$ cat src/rtl/mem_port_arbiter_pkg.sv
// Shared types and default parameters for the memory port arbiter.
package mem_port_arbiter_pkg;

    localparam int unsigned MAX_DPRIO_DEF = 3;
    localparam int unsigned MEM_AW_DEF    = 6;

    // Which requester owns the response slot of the following cycle.
    typedef enum logic [1:0] {
        OWN_NONE = 2'd0,
        OWN_IF   = 2'd1,
        OWN_D    = 2'd2
    } owner_e;

endpackage

$ cat src/rtl/mem_port_arbiter_if.sv
// Fetch, data and memory-side signals of the arbiter bundled into one interface.
interface mem_port_arbiter_if
    import mem_port_arbiter_pkg::*;
#(
    parameter int unsigned MEM_AW = MEM_AW_DEF
);

    logic              if_req;
    logic [31:0]       if_addr;
    logic              if_gnt;
    logic              if_rvalid;
    logic [31:0]       if_rdata;

    logic              d_req;
    logic              d_we;
    logic [31:0]       d_addr;
    logic [31:0]       d_wdata;
    logic              d_gnt;
    logic              d_rvalid;
    logic [31:0]       d_rdata;

    logic              mem_en;
    logic              mem_we;
    logic [MEM_AW-1:0] mem_addr;
    logic [31:0]       mem_wdata;
    logic [31:0]       mem_rdata;

    // Arbiter side.
    modport slave (
        input  if_req, if_addr,
        input  d_req, d_we, d_addr, d_wdata,
        input  mem_rdata,
        output if_gnt, if_rvalid, if_rdata,
        output d_gnt, d_rvalid, d_rdata,
        output mem_en, mem_we, mem_addr, mem_wdata
    );

    // Requester / memory side.
    modport master (
        output if_req, if_addr,
        output d_req, d_we, d_addr, d_wdata,
        output mem_rdata,
        input  if_gnt, if_rvalid, if_rdata,
        input  d_gnt, d_rvalid, d_rdata,
        input  mem_en, mem_we, mem_addr, mem_wdata
    );

endinterface

$ cat src/rtl/mem_port_arbiter_starve_ctr.sv
// Counts consecutive data grants while a fetch waits; flags when fetch must win.
module arb_starve_ctr
    import mem_port_arbiter_pkg::*;
#(
    parameter int unsigned MAX_DPRIO = MAX_DPRIO_DEF
) (
    input  logic clk,
    input  logic reset,
    input  logic if_req_i,
    input  logic if_gnt_i,
    input  logic d_gnt_i,
    output logic starve_o
);

    localparam int unsigned CW = (MAX_DPRIO < 1) ? 1 : $clog2(MAX_DPRIO + 1);
    localparam logic [CW-1:0] CNT_MAX = CW'(MAX_DPRIO);

    logic [CW-1:0] cnt_q;
    logic [CW-1:0] cnt_d;

    // Clear when fetch is idle or served, otherwise count data grants up to the cap.
    always_comb begin
        cnt_d = cnt_q;
        if (!if_req_i || if_gnt_i) begin
            cnt_d = '0;
        end else if (d_gnt_i && (cnt_q != CNT_MAX)) begin
            cnt_d = cnt_q + CW'(1);
        end
    end

    // Counter register.
    always_ff @(posedge clk) begin
        if (reset) begin
            cnt_q <= '0;
        end else begin
            cnt_q <= cnt_d;
        end
    end

    assign starve_o = (cnt_q == CNT_MAX);

endmodule

$ cat src/rtl/mem_port_arbiter.sv
// Two-requester single-port memory arbiter with one-cycle response routing.
module mem_port_arbiter
    import mem_port_arbiter_pkg::*;
#(
    parameter int unsigned MAX_DPRIO = MAX_DPRIO_DEF,
    parameter int unsigned MEM_AW    = MEM_AW_DEF
) (
    input  logic               clk,
    input  logic               reset,
    mem_port_arbiter_if.slave  bus
);

    owner_e owner_q;
    owner_e owner_d;
    logic   store_q;
    logic   store_d;
    logic   starve;

    logic              if_gnt;
    logic              d_gnt;
    logic              mem_en;
    logic              mem_we;
    logic [MEM_AW-1:0] mem_addr;
    logic [31:0]       mem_wdata;
    logic              if_rvalid;
    logic [31:0]       if_rdata;
    logic              d_rvalid;
    logic [31:0]       d_rdata;

    arb_starve_ctr #(
        .MAX_DPRIO (MAX_DPRIO)
    ) u_starve (
        .clk      (clk),
        .reset    (reset),
        .if_req_i (bus.if_req),
        .if_gnt_i (if_gnt),
        .d_gnt_i  (d_gnt),
        .starve_o (starve)
    );

    // Grant selection, memory strobe and response routing from the owner register.
    always_comb begin
        if_gnt    = 1'b0;
        d_gnt     = 1'b0;
        owner_d   = OWN_NONE;
        store_d   = 1'b0;
        mem_en    = 1'b0;
        mem_we    = 1'b0;
        mem_addr  = '0;
        mem_wdata = '0;

        if (!reset) begin
            if (bus.d_req && !(bus.if_req && starve)) begin
                d_gnt   = 1'b1;
                owner_d = OWN_D;
                store_d = bus.d_we;
            end else if (bus.if_req) begin
                if_gnt  = 1'b1;
                owner_d = OWN_IF;
            end
        end

        if (d_gnt) begin
            mem_en    = 1'b1;
            mem_we    = bus.d_we;
            mem_addr  = bus.d_addr[MEM_AW+1:2];
            mem_wdata = bus.d_we ? bus.d_wdata : '0;
        end else if (if_gnt) begin
            mem_en    = 1'b1;
            mem_addr  = bus.if_addr[MEM_AW+1:2];
        end

        // Reset gating also drops a response owed from the cycle before reset.
        if_rvalid = !reset && (owner_q == OWN_IF);
        d_rvalid  = !reset && (owner_q == OWN_D);
        if_rdata  = if_rvalid ? bus.mem_rdata : '0;
        d_rdata   = (d_rvalid && !store_q) ? bus.mem_rdata : '0;
    end

    // Owner and store-flag registers for next-cycle response routing.
    always_ff @(posedge clk) begin
        if (reset) begin
            owner_q <= OWN_NONE;
            store_q <= 1'b0;
        end else begin
            owner_q <= owner_d;
            store_q <= store_d;
        end
    end

    assign bus.if_gnt    = if_gnt;
    assign bus.d_gnt     = d_gnt;
    assign bus.mem_en    = mem_en;
    assign bus.mem_we    = mem_we;
    assign bus.mem_addr  = mem_addr;
    assign bus.mem_wdata = mem_wdata;
    assign bus.if_rvalid = if_rvalid;
    assign bus.if_rdata  = if_rdata;
    assign bus.d_rvalid  = d_rvalid;
    assign bus.d_rdata   = d_rdata;

endmodule

$ cat src/flat_wrapper.sv
// flat-port wrapper written by rule: the top's interface ports become plain ports
module mem_port_arbiter_flat import mem_port_arbiter_pkg::*;
#(
    parameter int unsigned MAX_DPRIO = MAX_DPRIO_DEF,
    parameter int unsigned MEM_AW    = MEM_AW_DEF
)
  (clk, reset, bus_if_req, bus_if_addr, bus_d_req, bus_d_we, bus_d_addr, bus_d_wdata, bus_mem_rdata, bus_if_gnt, bus_if_rvalid, bus_if_rdata, bus_d_gnt, bus_d_rvalid, bus_d_rdata, bus_mem_en, bus_mem_we, bus_mem_addr, bus_mem_wdata);
  mem_port_arbiter_if #(.MEM_AW(MEM_AW)) bus_i ();
  input  logic clk;
  input  logic reset;
  input wire logic [$bits(bus_i.if_req)-1:0] bus_if_req;
  input wire logic [$bits(bus_i.if_addr)-1:0] bus_if_addr;
  input wire logic [$bits(bus_i.d_req)-1:0] bus_d_req;
  input wire logic [$bits(bus_i.d_we)-1:0] bus_d_we;
  input wire logic [$bits(bus_i.d_addr)-1:0] bus_d_addr;
  input wire logic [$bits(bus_i.d_wdata)-1:0] bus_d_wdata;
  input wire logic [$bits(bus_i.mem_rdata)-1:0] bus_mem_rdata;
  output wire logic [$bits(bus_i.if_gnt)-1:0] bus_if_gnt;
  output wire logic [$bits(bus_i.if_rvalid)-1:0] bus_if_rvalid;
  output wire logic [$bits(bus_i.if_rdata)-1:0] bus_if_rdata;
  output wire logic [$bits(bus_i.d_gnt)-1:0] bus_d_gnt;
  output wire logic [$bits(bus_i.d_rvalid)-1:0] bus_d_rvalid;
  output wire logic [$bits(bus_i.d_rdata)-1:0] bus_d_rdata;
  output wire logic [$bits(bus_i.mem_en)-1:0] bus_mem_en;
  output wire logic [$bits(bus_i.mem_we)-1:0] bus_mem_we;
  output wire logic [$bits(bus_i.mem_addr)-1:0] bus_mem_addr;
  output wire logic [$bits(bus_i.mem_wdata)-1:0] bus_mem_wdata;
  assign bus_i.if_req = bus_if_req;
  assign bus_i.if_addr = bus_if_addr;
  assign bus_i.d_req = bus_d_req;
  assign bus_i.d_we = bus_d_we;
  assign bus_i.d_addr = bus_d_addr;
  assign bus_i.d_wdata = bus_d_wdata;
  assign bus_i.mem_rdata = bus_mem_rdata;
  assign bus_if_gnt = bus_i.if_gnt;
  assign bus_if_rvalid = bus_i.if_rvalid;
  assign bus_if_rdata = bus_i.if_rdata;
  assign bus_d_gnt = bus_i.d_gnt;
  assign bus_d_rvalid = bus_i.d_rvalid;
  assign bus_d_rdata = bus_i.d_rdata;
  assign bus_mem_en = bus_i.mem_en;
  assign bus_mem_we = bus_i.mem_we;
  assign bus_mem_addr = bus_i.mem_addr;
  assign bus_mem_wdata = bus_i.mem_wdata;
  mem_port_arbiter #(.MAX_DPRIO(MAX_DPRIO), .MEM_AW(MEM_AW)) u_core (.clk(clk), .reset(reset), .bus(bus_i));
endmodule
$ cat config.mk
export PLATFORM = sky130hd
export DESIGN_NAME = mem_port_arbiter_flat
export DESIGN_NICKNAME = d
export VERILOG_FILES = /design/src/rtl/mem_port_arbiter_pkg.sv /design/src/rtl/mem_port_arbiter_if.sv /design/src/rtl/mem_port_arbiter_starve_ctr.sv /design/src/rtl/mem_port_arbiter.sv /design/src/flat_wrapper.sv
export SDC_FILE = /design/constraint.sdc
export NUM_CORES = 1
export LEC_CHECK = 0
export BUFFER_PORTS_ARGS = -buffer_cell sky130_fd_sc_hd__clkbuf_2
export CORE_AREA = 3 3 92 94
export CTS_BUF_LIST = sky130_fd_sc_hd__clkbuf_2 sky130_fd_sc_hd__clkbuf_4 sky130_fd_sc_hd__clkbuf_8
export DETAILED_ROUTE_END_ITERATION = 8
export DIE_AREA = 0 0 95 97
export PLACE_DENSITY = 0.59
export SYNTH_ARGS = -nofsm -noshare
export SYNTH_HDL_FRONTEND = slang
export SYNTH_SLANG_ARGS = --single-unit
$ cat constraint.sdc
create_clock -name clk -period 1.6 [get_ports clk]
set_input_delay 0.32 -clock clk [delete_from_list [all_inputs] [get_ports clk]]
set_output_delay 0.32 -clock clk [all_outputs]
set_load 0.05 [all_outputs]
==> results.md, run 1 <==
* Critical path data required time at 1.28 ns
* Io pins at 241
* Async S/R FF share, synth at 0%
* Startpoint types: register
* Clock root buffer: clkbuf_8
* Share of cells above drive strength 1 at 95.16%
* Net Sw Frac at 40.77%
* Post-route design area at 0.005046 sq mm
* PortBufs at 188
* Hold Vio Cnt, Final at 0
* Final Setup Violations at 107
* Minimum clock period at 1.915 ns
* Hold_ws at 0.4521 ns
* Final WL at 8725 um
* N_diodes at 0
* WL/cell at 18.41 um
* Final ANT Viol Nets at 0
* Most used DFF post-synth: dfxtp_1
* Crit path arrival time at 1.60 ns
* RSZ-0062 raised after global routing: true
* Post-synthesis sequential area ratio at 8.155%
* Final worst slack at -0.3150 ns
* Post-synth EDFFs at 0
* Detailed placement HPWL at 4810 um
* DR vias/cell at 4.485
* Status: complete, but fails checks
* Area contributors post-synth: and2_1 (33%), and4bb_2 (20%), nor4bb_1 (9.8%)
* Syn Nets at 291
* Setup TNS after final layout at -18.64 ns
* Max cap viols at 0
* Synthesized flop and latch total at 5
* Largest net degree at the start of global routing at 33
* Worst Skew at 0.004070 ns
* Skew-Pair Late Insertion Delay at 0.23 ns
* First-pass GRT wire length at 12,420 um
* GP Congestion at 0.7038
* Worst-case clock buffer depth at 2
* Max-slew violations at 0
* Core area at 0.007727 sq mm
* Worst slew pin tran at 0.2863 ns
* Nets at 507
* CTS HTree Levels at 1
* Post-route clock period utilization at 119.7%
* Post-Syn Area per Cell at 7.818 sq um
* Vias in the first global route at 2,354
* Internal power at 823.4 uW
* Vias at 2,126
* Initial antenna violation count at 0
* Clk sinks at 5
* Fill count at 510
* Worst VDD drop at 189.1 uV
* Synthesis Warnings at 0
* Sequential Power Share at 9.7%
* TritonCTS clock tree: built
* Combinational power share at 71.4%
* Total gr overflow at 0
* Most frequent cell after synthesis: and2_1
* Gr usage total at 16.86%
* Top cell type's share of synthesized area at 33.13%
* Row count at 32
* Fmax at 522.2 MHz
* Mapped Cells at 157
* Die area at 0.009215 sq mm
* CTS Hold Buffers Added at 0
* Crit path max fanout at 5
* First-pass iteration count of the detailed router at 4
* Die W at 95 um
* LEAKAGE at 0.002192 uW
* Num CTS Buffers at 3
* Pwr dens at 275.5 mW/mm^2
* Slew Limit Headroom at 80.65%
* Clock power frac at 18.8%
* Placed Instance Area at 0.003343 sq mm
* Worst Hold Class: register to register
* Worst slack at placement at -0.2018 ns
* Synth cell count leaders: and2_1 (65), and4bb_2 (20), nand2b_1 (13), nor4bb_1 (12), clkbuf_1 (11)
* Clock transition at the registers of the reported paths at 0.04 ns
* Drt initial violations at 34
* Post-Syn Area at 0.001227 sq mm
* Failing checks: setup timing
* Placed cells at 449
* Layout area overhead at 311.1%
* Height of the die at 97 um
* Initial Util at 15.88%
* Cell Count, Final, Fillers Out at 474
* Cell variety after synth at 20
* Critical Path Sink Type: output port
* Cell type with the highest aggregate area in the netlist: and2_1
* Critical path type: register to output port
* DR DRC count at 0
* Net switching power at 566.8 uW
[power by group through the flow]
stage	registers, uW	logic (uW)	clock network, uW
finish	136	993	262
global route	136	1030	277
CTS	135	931	265
detailed placement	137	758	0
global placement	137	746	0
floorplan	136	477	0
[state kept, by name (all words and copies together) (netlist names)]
| name | flops |
|---|---|
| u_core.owner_q | 2 |
| u_core.store_q | 1 |
| u_core.u_starve.cnt_q | 2 |
[cells in the final DEF, fill, tap and decap left out, types with 2 or more instances in the layout]
cell       Yosys  layout
buf_8          0      34
buf_12         0      34
buf_4          0      13
clkbuf_8       0       8
buf_6          0      13
nand2b_1      13      12
nor3b_4        0       3
nor4bb_4       0      12
dfxtp_2        0       4
and4bb_4       0      20
buf_16         0       2
and2_4         0      68
clkbuf_16      0      44
o32ai_4        0       6
nor2_1         4       2
clkbuf_4       0       2
clkbuf_2       3      81
[path summary, 6_finish.rpt]
kind | startpoint | end | slack, ns | depth (start not counted)
setup / recovery | u_core.u_starve.cnt_q[0] | bus_mem_wdata[31] | -0.32 | 5
hold / removal | u_core.u_starve.cnt_q[0] | u_core.u_starve.cnt_q[0] | 0.45 | 1
setup reg to reg | u_core.u_starve.cnt_q[0] | u_core.u_starve.cnt_q[0] | -0.01 | 8
hold reg to reg | u_core.u_starve.cnt_q[0] | u_core.u_starve.cnt_q[0] | 0.45 | 1
[worst max-delay path, stage by stage (launching register included)]
cell and delay [ns]:
dfxtp_2 0.33, ha_4 0.17, and2_4 0.17, buf_12 0.14, nor4bb_4 0.30, clkbuf_8 0.25
[timing repair]
action,4_1_cts,5_1_grt
cloned,6,3
resized for setup,251,72
pin swaps,38,44
setup endpoints to repair,106,107
buffers inserted,10,3
[layout make-up]
cell class / instances / area (sq um) / area share, %
Clock buffer: 4 / 48.80 / 0.9670
Inverter: 1 / 5.005 / 0.09918
Multi-Input combinational cell: 135 / 1683 / 33.35
Sequential cell: 5 / 108.9 / 2.157
Tap cell: 102 / 127.6 / 2.529
Timing Repair Buffer: 227 / 3073 / 60.90
[cells by family after synthesis]
group | Yosys count | synth area share (%)
adder cells (fa/ha/maj) | 1 | 1.019
AO/OA/AOI/OAI | 7 | 5.097
buffers and inverters | 20 | 6.931
AND/OR/NAND/NOR | 124 | 78.80
flip-flops | 5 | 8.155
[through the flow]
| stage | power (uW) | utilization, % |
|---|---|---|
| 6_report | 1390 | 65.30 |
| 2_1_floorplan | 613.7 | - |
| 4_1_cts | 1331 | 63.18 |
| 3_5_place_dp | 895.2 | 43.26 |
| 5_1_grt | 1445 | 65.30 |
| 3_3_place_gp | 883.1 | 43.26 |
[metal layers]
metal | vias up | GRT usage [%] | routed length [um]
li1 | 990 | - | -
met1 | 994 | 17.74 | 3174
met2 | 138 | 33.03 | 4728
met3 | 4 | 4.432 | 772
met4 | 0 | 2.553 | 49
met5 | - | 0 | 0
Power figures use the tool's default switching activity.
==> inputs of run 2 (changes only) <==
--- a/config.mk
+++ b/config.mk
@@ -6,11 +6,12 @@
 export NUM_CORES = 1
 export LEC_CHECK = 0
 export BUFFER_PORTS_ARGS = -buffer_cell sky130_fd_sc_hd__clkbuf_2
-export CORE_AREA = 3 3 92 94
+export CORE_AREA = 3 3 91 93
 export CTS_BUF_LIST = sky130_fd_sc_hd__clkbuf_2 sky130_fd_sc_hd__clkbuf_4 sky130_fd_sc_hd__clkbuf_8
 export DETAILED_ROUTE_END_ITERATION = 8
-export DIE_AREA = 0 0 95 97
-export PLACE_DENSITY = 0.59
+export DIE_AREA = 0 0 94 96
+export PLACE_DENSITY_LB_ADDON = 0.2
 export SYNTH_ARGS = -nofsm -noshare
 export SYNTH_HDL_FRONTEND = slang
+export SYNTH_HIERARCHICAL = 1
 export SYNTH_SLANG_ARGS = --single-unit
==> results.md, run 2 <==
* Top cell type's share of synthesized area at 59.80%
* Top Registers: u_core/owner_q (2), u_core/u_starve/cnt_q (2), u_core/store_q (1)
* Syn Nets at 280
* Max-slew violations at 0
* Vias at 1,887
* TritonCTS clock tree: built
* CTS Hold Buffers Added at 0
* RSZ-0062 raised after global routing: true
* DR DRC count at 0
* Synthesis Warnings at 6
* CTS HTree Levels at 1
* Skew-Pair Late Insertion Delay at 0.22 ns
* Die W at 94 um
* Hold_ws at 0.4932 ns
* Final WL at 7755 um
* Gr usage total at 14.24%
* Detailed placement HPWL at 4307 um
* Synth cell count leaders: and2_1 (97), nor2_1 (12), a32oi_1 (6), buf_2 (6), dfxtp_1 (5)
* Worst-case clock buffer depth at 2
* Worst slack at placement at -0.2831 ns
* Post-synthesis sequential area ratio at 9.864%
* Fmax at 523.3 MHz
* LEAKAGE at 0.002095 uW
* Most common cell after layout, fill and taps aside: and2_4
* Most frequent cell after synthesis: and2_1
* Initial antenna violation count at 0
* Crit path arrival time at 1.59 ns
* Post-Syn Area at 0.001015 sq mm
* Initial Util at 13.34%
* Synthesized flop and latch total at 5
* WL/cell at 16.82 um
* Fill count at 601
* Max cap viols at 0
* Post-synth EDFFs at 0
* Share of cells above drive strength 1 at 94.99%
* Startpoint types: register
* Drt initial violations at 17
* Final Setup Violations at 107
* Final worst slack at -0.3111 ns
* Status: complete, but fails checks
* Nets at 494
* Post-Syn Area per Cell at 6.950 sq um
* Row count at 32
* Critical Path Sink Type: output port
* Area contributors post-synth: and2_1 (60%), dfxtp_1 (9.9%), a32oi_1 (5.2%)
* Clk sinks at 5
* Worst slew pin tran at 0.2859 ns
* First-pass iteration count of the detailed router at 4
* Async S/R FF share, synth at 0%
* Cell type with the highest aggregate area in the netlist: and2_1
* Worst Skew at 0.0009217 ns
* PortBufs at 188
* Worst VDD drop at 518.0 uV
* Clock transition at the registers of the reported paths at 0.03 ns
* DR vias/cell at 4.093
* Failing checks: setup timing
* Highest-count cells in the layout ignoring fill and taps: and2_4 (96), clkbuf_2 (81), clkbuf_16 (44)
* N_diodes at 0
* Core area at 0.007607 sq mm
* Crit path max fanout at 5
* First-pass GRT wire length at 10,270 um
* Critical path type: register to output port
* Minimum clock period at 1.911 ns
* GP Congestion at 0.6528
* Pwr dens at 285.6 mW/mm^2
* Height of the die at 96 um
* Layout area overhead at 342.5%
* Post-route clock period utilization at 119.4%
* Clock root buffer: clkbuf_8
* Slew Limit Headroom at 81.02%
* Cell variety after synth at 23
* Final ANT Viol Nets at 0
* Die area at 0.009024 sq mm
* Largest net degree at the start of global routing at 33
* Worst Hold Class: primary input to register
* Critical path data required time at 1.28 ns
* Hold Vio Cnt, Final at 0
* Io pins at 241
* Worst R2R Setup Slack at 0 ns
* Total gr overflow at 0
* Mapped Cells at 146
* Vias in the first global route at 2,036
* Most used DFF post-synth: dfxtp_1
* Num CTS Buffers at 3
==> run 2: cell types whose count changed in the layout (fill, tap and decap cells not counted), sizes merged, moves of 2 or more <==
cell and change:
nor4bb -12, nor3 -2, nor3b -2, a32oi +6
nor2 +8, buf -8, and3 +5, clkbuf -2
and4bb -20, o32ai -6, nand2b -12, and2 +29
==> run 2: layer usage <==
layer / GRT usage (%) / part of all wire (%)
met1: 13.83 / 34
met4: 1.324 / 0.89
met5: 0 / 0
met2: 30.34 / 57
met3: 3.909 / 8.3
==> run 2: layout make-up <==
| class | count | area, sq um | share of cell area (%) |
|---|---|---|---|
| Timing Repair Buffer | 217 | 3004 | 66.90 |
| Tap cell | 102 | 127.6 | 2.842 |
| Clock buffer | 4 | 48.80 | 1.087 |
| Sequential cell | 5 | 106.4 | 2.368 |
| Multi-Input combinational cell | 133 | 1204 | 26.80 |
==> run 2: stage by stage <==
step	TNS [ns]	total power [uW]	cell area, sq um	std cells	utilization [%]
final	-18.28	1283	4491	461	59.03
after global routing	-23.88	1340	4491	461	59.03
after CTS	-19.57	1232	4332	456	56.94
after detailed placement	-21.09	772.0	2776	439	36.50
after global placement	-19.82	767.2	2776	439	36.50
after floorplan	-1.207	502.8	1137	146	-
==> run 2: worst max-delay path: stages, from the launching register on <==
cell	delay [ns]
dfxtp_2	0.33
ha_4	0.17
a21oi_4	0.20
and3_4	0.28
buf_12	0.12
and2_4	0.14
buf_12	0.13
==> run 2: what timing repair did <==
item	CTS	global route
buffers inserted	6	5
endpoints found under the setup margin	107	107
hold endpoints to repair	0	0
pin swaps	66	51
cloned	7	3
resized for setup	256	60
==> run 2: path summary, 6_finish.rpt <==
path	end	startpoint	cells after the start
max	bus_mem_wdata[25]	u_core/u_starve/cnt_q[1]	6
min	u_core/owner_q[0]	reset	3
max reg2reg	u_core/u_starve/cnt_q[1]	u_core/u_starve/cnt_q[1]	8
min reg2reg	u_core/u_starve/cnt_q[1]	u_core/u_starve/cnt_q[1]	2
==> run 2: power by group <==
group	internal, uW	total [uW]	leakage, uW	switching, uW
Sequential	131	135	0.0000430	4.42
Clock	188	249	0.0000262	61.3
Combinational	454	898	0.00203	444
Total	773	1280	0.00210	510
==> run 2: cells by family (layout without fill, tap and decap cells) <==
kind of cell,after synthesis,count (layout),synth area share (%)
adders and majority gates,1,1,1.233
muxes,1,1,0.9865
and+or+nand+nor,119,122,73.61
DFF,5,5,9.865
buffers and inverters,11,221,6.658
AOI/OAI and AO/OA,8,8,6.782
xor gates and xnor gates,1,1,0.8633
==> inputs of run 3 (changes only) <==
--- a/config.mk
+++ b/config.mk
@@ -6,12 +6,11 @@
 export NUM_CORES = 1
 export LEC_CHECK = 0
 export BUFFER_PORTS_ARGS = -buffer_cell sky130_fd_sc_hd__clkbuf_2
-export CORE_AREA = 3 3 91 93
+export CORE_AREA = 3 3 93 95
 export CTS_BUF_LIST = sky130_fd_sc_hd__clkbuf_2 sky130_fd_sc_hd__clkbuf_4 sky130_fd_sc_hd__clkbuf_8
 export DETAILED_ROUTE_END_ITERATION = 8
-export DIE_AREA = 0 0 94 96
+export DIE_AREA = 0 0 96 98
 export PLACE_DENSITY_LB_ADDON = 0.2
 export SYNTH_ARGS = -nofsm -noshare
 export SYNTH_HDL_FRONTEND = slang
-export SYNTH_HIERARCHICAL = 1
 export SYNTH_SLANG_ARGS = --single-unit
==> constraint.sdc (replaced) <==
create_clock -name clk -period 2.2 [get_ports clk]
set_input_delay 0.44 -clock clk [delete_from_list [all_inputs] [get_ports clk]]
set_output_delay 0.44 -clock clk [all_outputs]
set_load 0.05 [all_outputs]
==> results.md, run 3 (synthesized netlist as in run 1, its figures left out) <==
* WP buf/inv at 2
* Clock transition at the registers of the reported paths at 0.03 ns
* Clk sinks at 5
* TritonCTS clock tree: built
* Pwr dens at 264.0 mW/mm^2
* Startpoint types: register
* GP Congestion at 0.6754
* Critical path data required time at 1.76 ns
* Worst R2R Setup Slack at 1.02 ns
* Final ANT Viol Nets at 0
* Final Setup Violations at 0
* Detailed placement HPWL at 4147 um
* Total gr overflow at 0
* Worst Skew at 0.0008305 ns
* CTS HTree Levels at 1
* Skew-Pair Late Insertion Delay at 0.22 ns
* Row count at 32
* Fmax at 467.3 MHz
* Gr usage total at 9.504%
* N_diodes at 0
* Core area at 0.007807 sq mm
* Initial antenna violation count at 0
* Hold depth at 1
* Slew Limit Headroom at 73.51%
* WL/cell at 11.27 um
* CTS Hold Buffers Added at 0
* Height of the die at 98 um
* Crit path arrival time at 1.70 ns
* RSZ-0062 raised after global routing: true
* Highest-count cells in the layout ignoring fill and taps: clkbuf_2 (161), and2_1 (65), and4bb_2 (20)
* DR DRC count at 0
* Worst reg2reg path startpoint: u_core.u_starve.cnt_q[0]
* Slowest CP cell: dfxtp_1
* Postcts setup bufs at 0
* Io pins at 241
* R2R Path End: u_core.u_starve.cnt_q[0]
* Critical path type: register to output port
* Worst-case clock buffer depth at 2
* Vias in the first global route at 1,621
* Nets at 473
* Share of cells above drive strength 1 at 71.30%
* Clock power frac at 24.6%
* CP delay by family, top: simple AND/OR/NAND/NOR gates
* Sequential Power Share at 13.6%
* LEAKAGE at 0.001425 uW
* Max cap viols at 0
* Worst VDD drop at 126.0 uV
* Most common cell after layout, fill and taps aside: clkbuf_2
* Critical Path Sink Type: output port
* Num CTS Buffers at 3
* Final core area utilization at 35.00%
* Worst reg2reg path depth at 4
* Die area at 0.009408 sq mm
* PortBufs at 188
* Worst slack at placement at 0.1028 ns
* Max-slew violations at 0
* Layout area overhead at 122.6%
* Minimum clock period at 2.140 ns
* Initial Util at 15.72%
* Net Sw Frac at 44.36%
* Vias at 1,831
* Post-route clock period utilization at 97.26%
* Net switching power at 320.0 uW
* Endpoint, Worst Hold: u_core.u_starve.cnt_q[0]
* Instance count on the critical path at 5
* Top Registers: u_core.owner_q (2), u_core.u_starve.cnt_q (2), u_core.store_q (1)
* Hold Vio Cnt, Final at 0
* Worst Hold Class: register to register
* Largest stage delay, worst path at 0.31 ns
* Drt initial violations at 21
* First-pass GRT wire length at 7527 um
* First-pass iteration count of the detailed router at 3
* Status: complete, no violations
* Clock root buffer: clkbuf_8
* Largest net degree at the start of global routing at 37
* Hold path start: u_core.u_starve.cnt_q[0]
* Worst slew pin tran at 0.3974 ns
* DR vias/cell at 4.161
* Crit path max fanout at 36
* Combinational power share at 61.8%
* CP cell instances: ha_1 -> and2_1 -> buf_12 -> and4bb_2 -> clkbuf_2
* Die W at 96 um
* Internal power at 401.4 uW
* Final WL at 4960 um
* Final worst slack at 0.06024 ns
[run 3: what timing repair did]
item                                    in CTS  in global routing
resized for setup                            4                 36
cloned                                       0                  0
endpoints found under the setup margin       2                 17
[run 3: power by group through the flow]
stage	clock [uW]	combinational, uW	sequential [uW]
after global placement	0	439	99.0
after floorplan	0	284	98.3
after detailed placement	0	441	99.1
final	177	446	97.7
after global routing	194	477	98.0
after CTS	184	445	97.8
[run 3: layer usage]
layer / wire length [um] / vias up / GRT usage (%) / share of wire [%]
li1: - / 926 / - / -
met1: 1684 / 779 / 10.21 / 34
met2: 2536 / 122 / 18.11 / 51
met3: 702 / 4 / 2.465 / 14
met4: 37 / 0 / 1.969 / 0.75
met5: 0 / - / 0 / 0
[run 3: how the worst max path moves through the flow]
stage	end	from	slack (ns)
after floorplan	bus_mem_wdata[26]	u_core.u_starve.cnt_q[0]	-0.29
after global placement	bus_mem_wdata[4]	reset	0.13
after detailed placement	bus_mem_wdata[4]	reset	0.10
after CTS	bus_mem_wdata[1]	u_core.u_starve.cnt_q[0]	0.004
after global routing	bus_mem_wdata[2]	u_core.u_starve.cnt_q[0]	-0.003
final	bus_mem_wdata[11]	u_core.u_starve.cnt_q[0]	0.06
[run 3: final cells by class]
class	count	area, sq um
Clock buffer	4	48.80
Sequential cell	5	100.1
Timing Repair Buffer	196	1251
Fill cell	807	5075
Inverter	1	3.754
Tap cell	102	127.6
Multi-Input combinational cell	132	1201
[run 3: per-stage QoR]
stage	area (sq um)	std cells	TNS (ns)	hold slack, ns	total power (uW)
final	2733	440	0	0.4403	721.3
after global routing	2733	440	-0.008693	0.4535	769.1
after CTS	2683	440	0	0.4374	726.3
after detailed placement	2614	436	0	0.4328	540.4
after global placement	2614	436	0	0.4273	537.6
after floorplan	1351	157	-2.737	0.4069	381.9
[run 3: worst register-to-register path: cells and delay by family, from the launching register on]
family,cells,cell delay [ns]
and+or+nand+nor,2,0.36
DFF,1,0.31
adders and majority gates,1,0.22
buffers and inverters,1,0.20
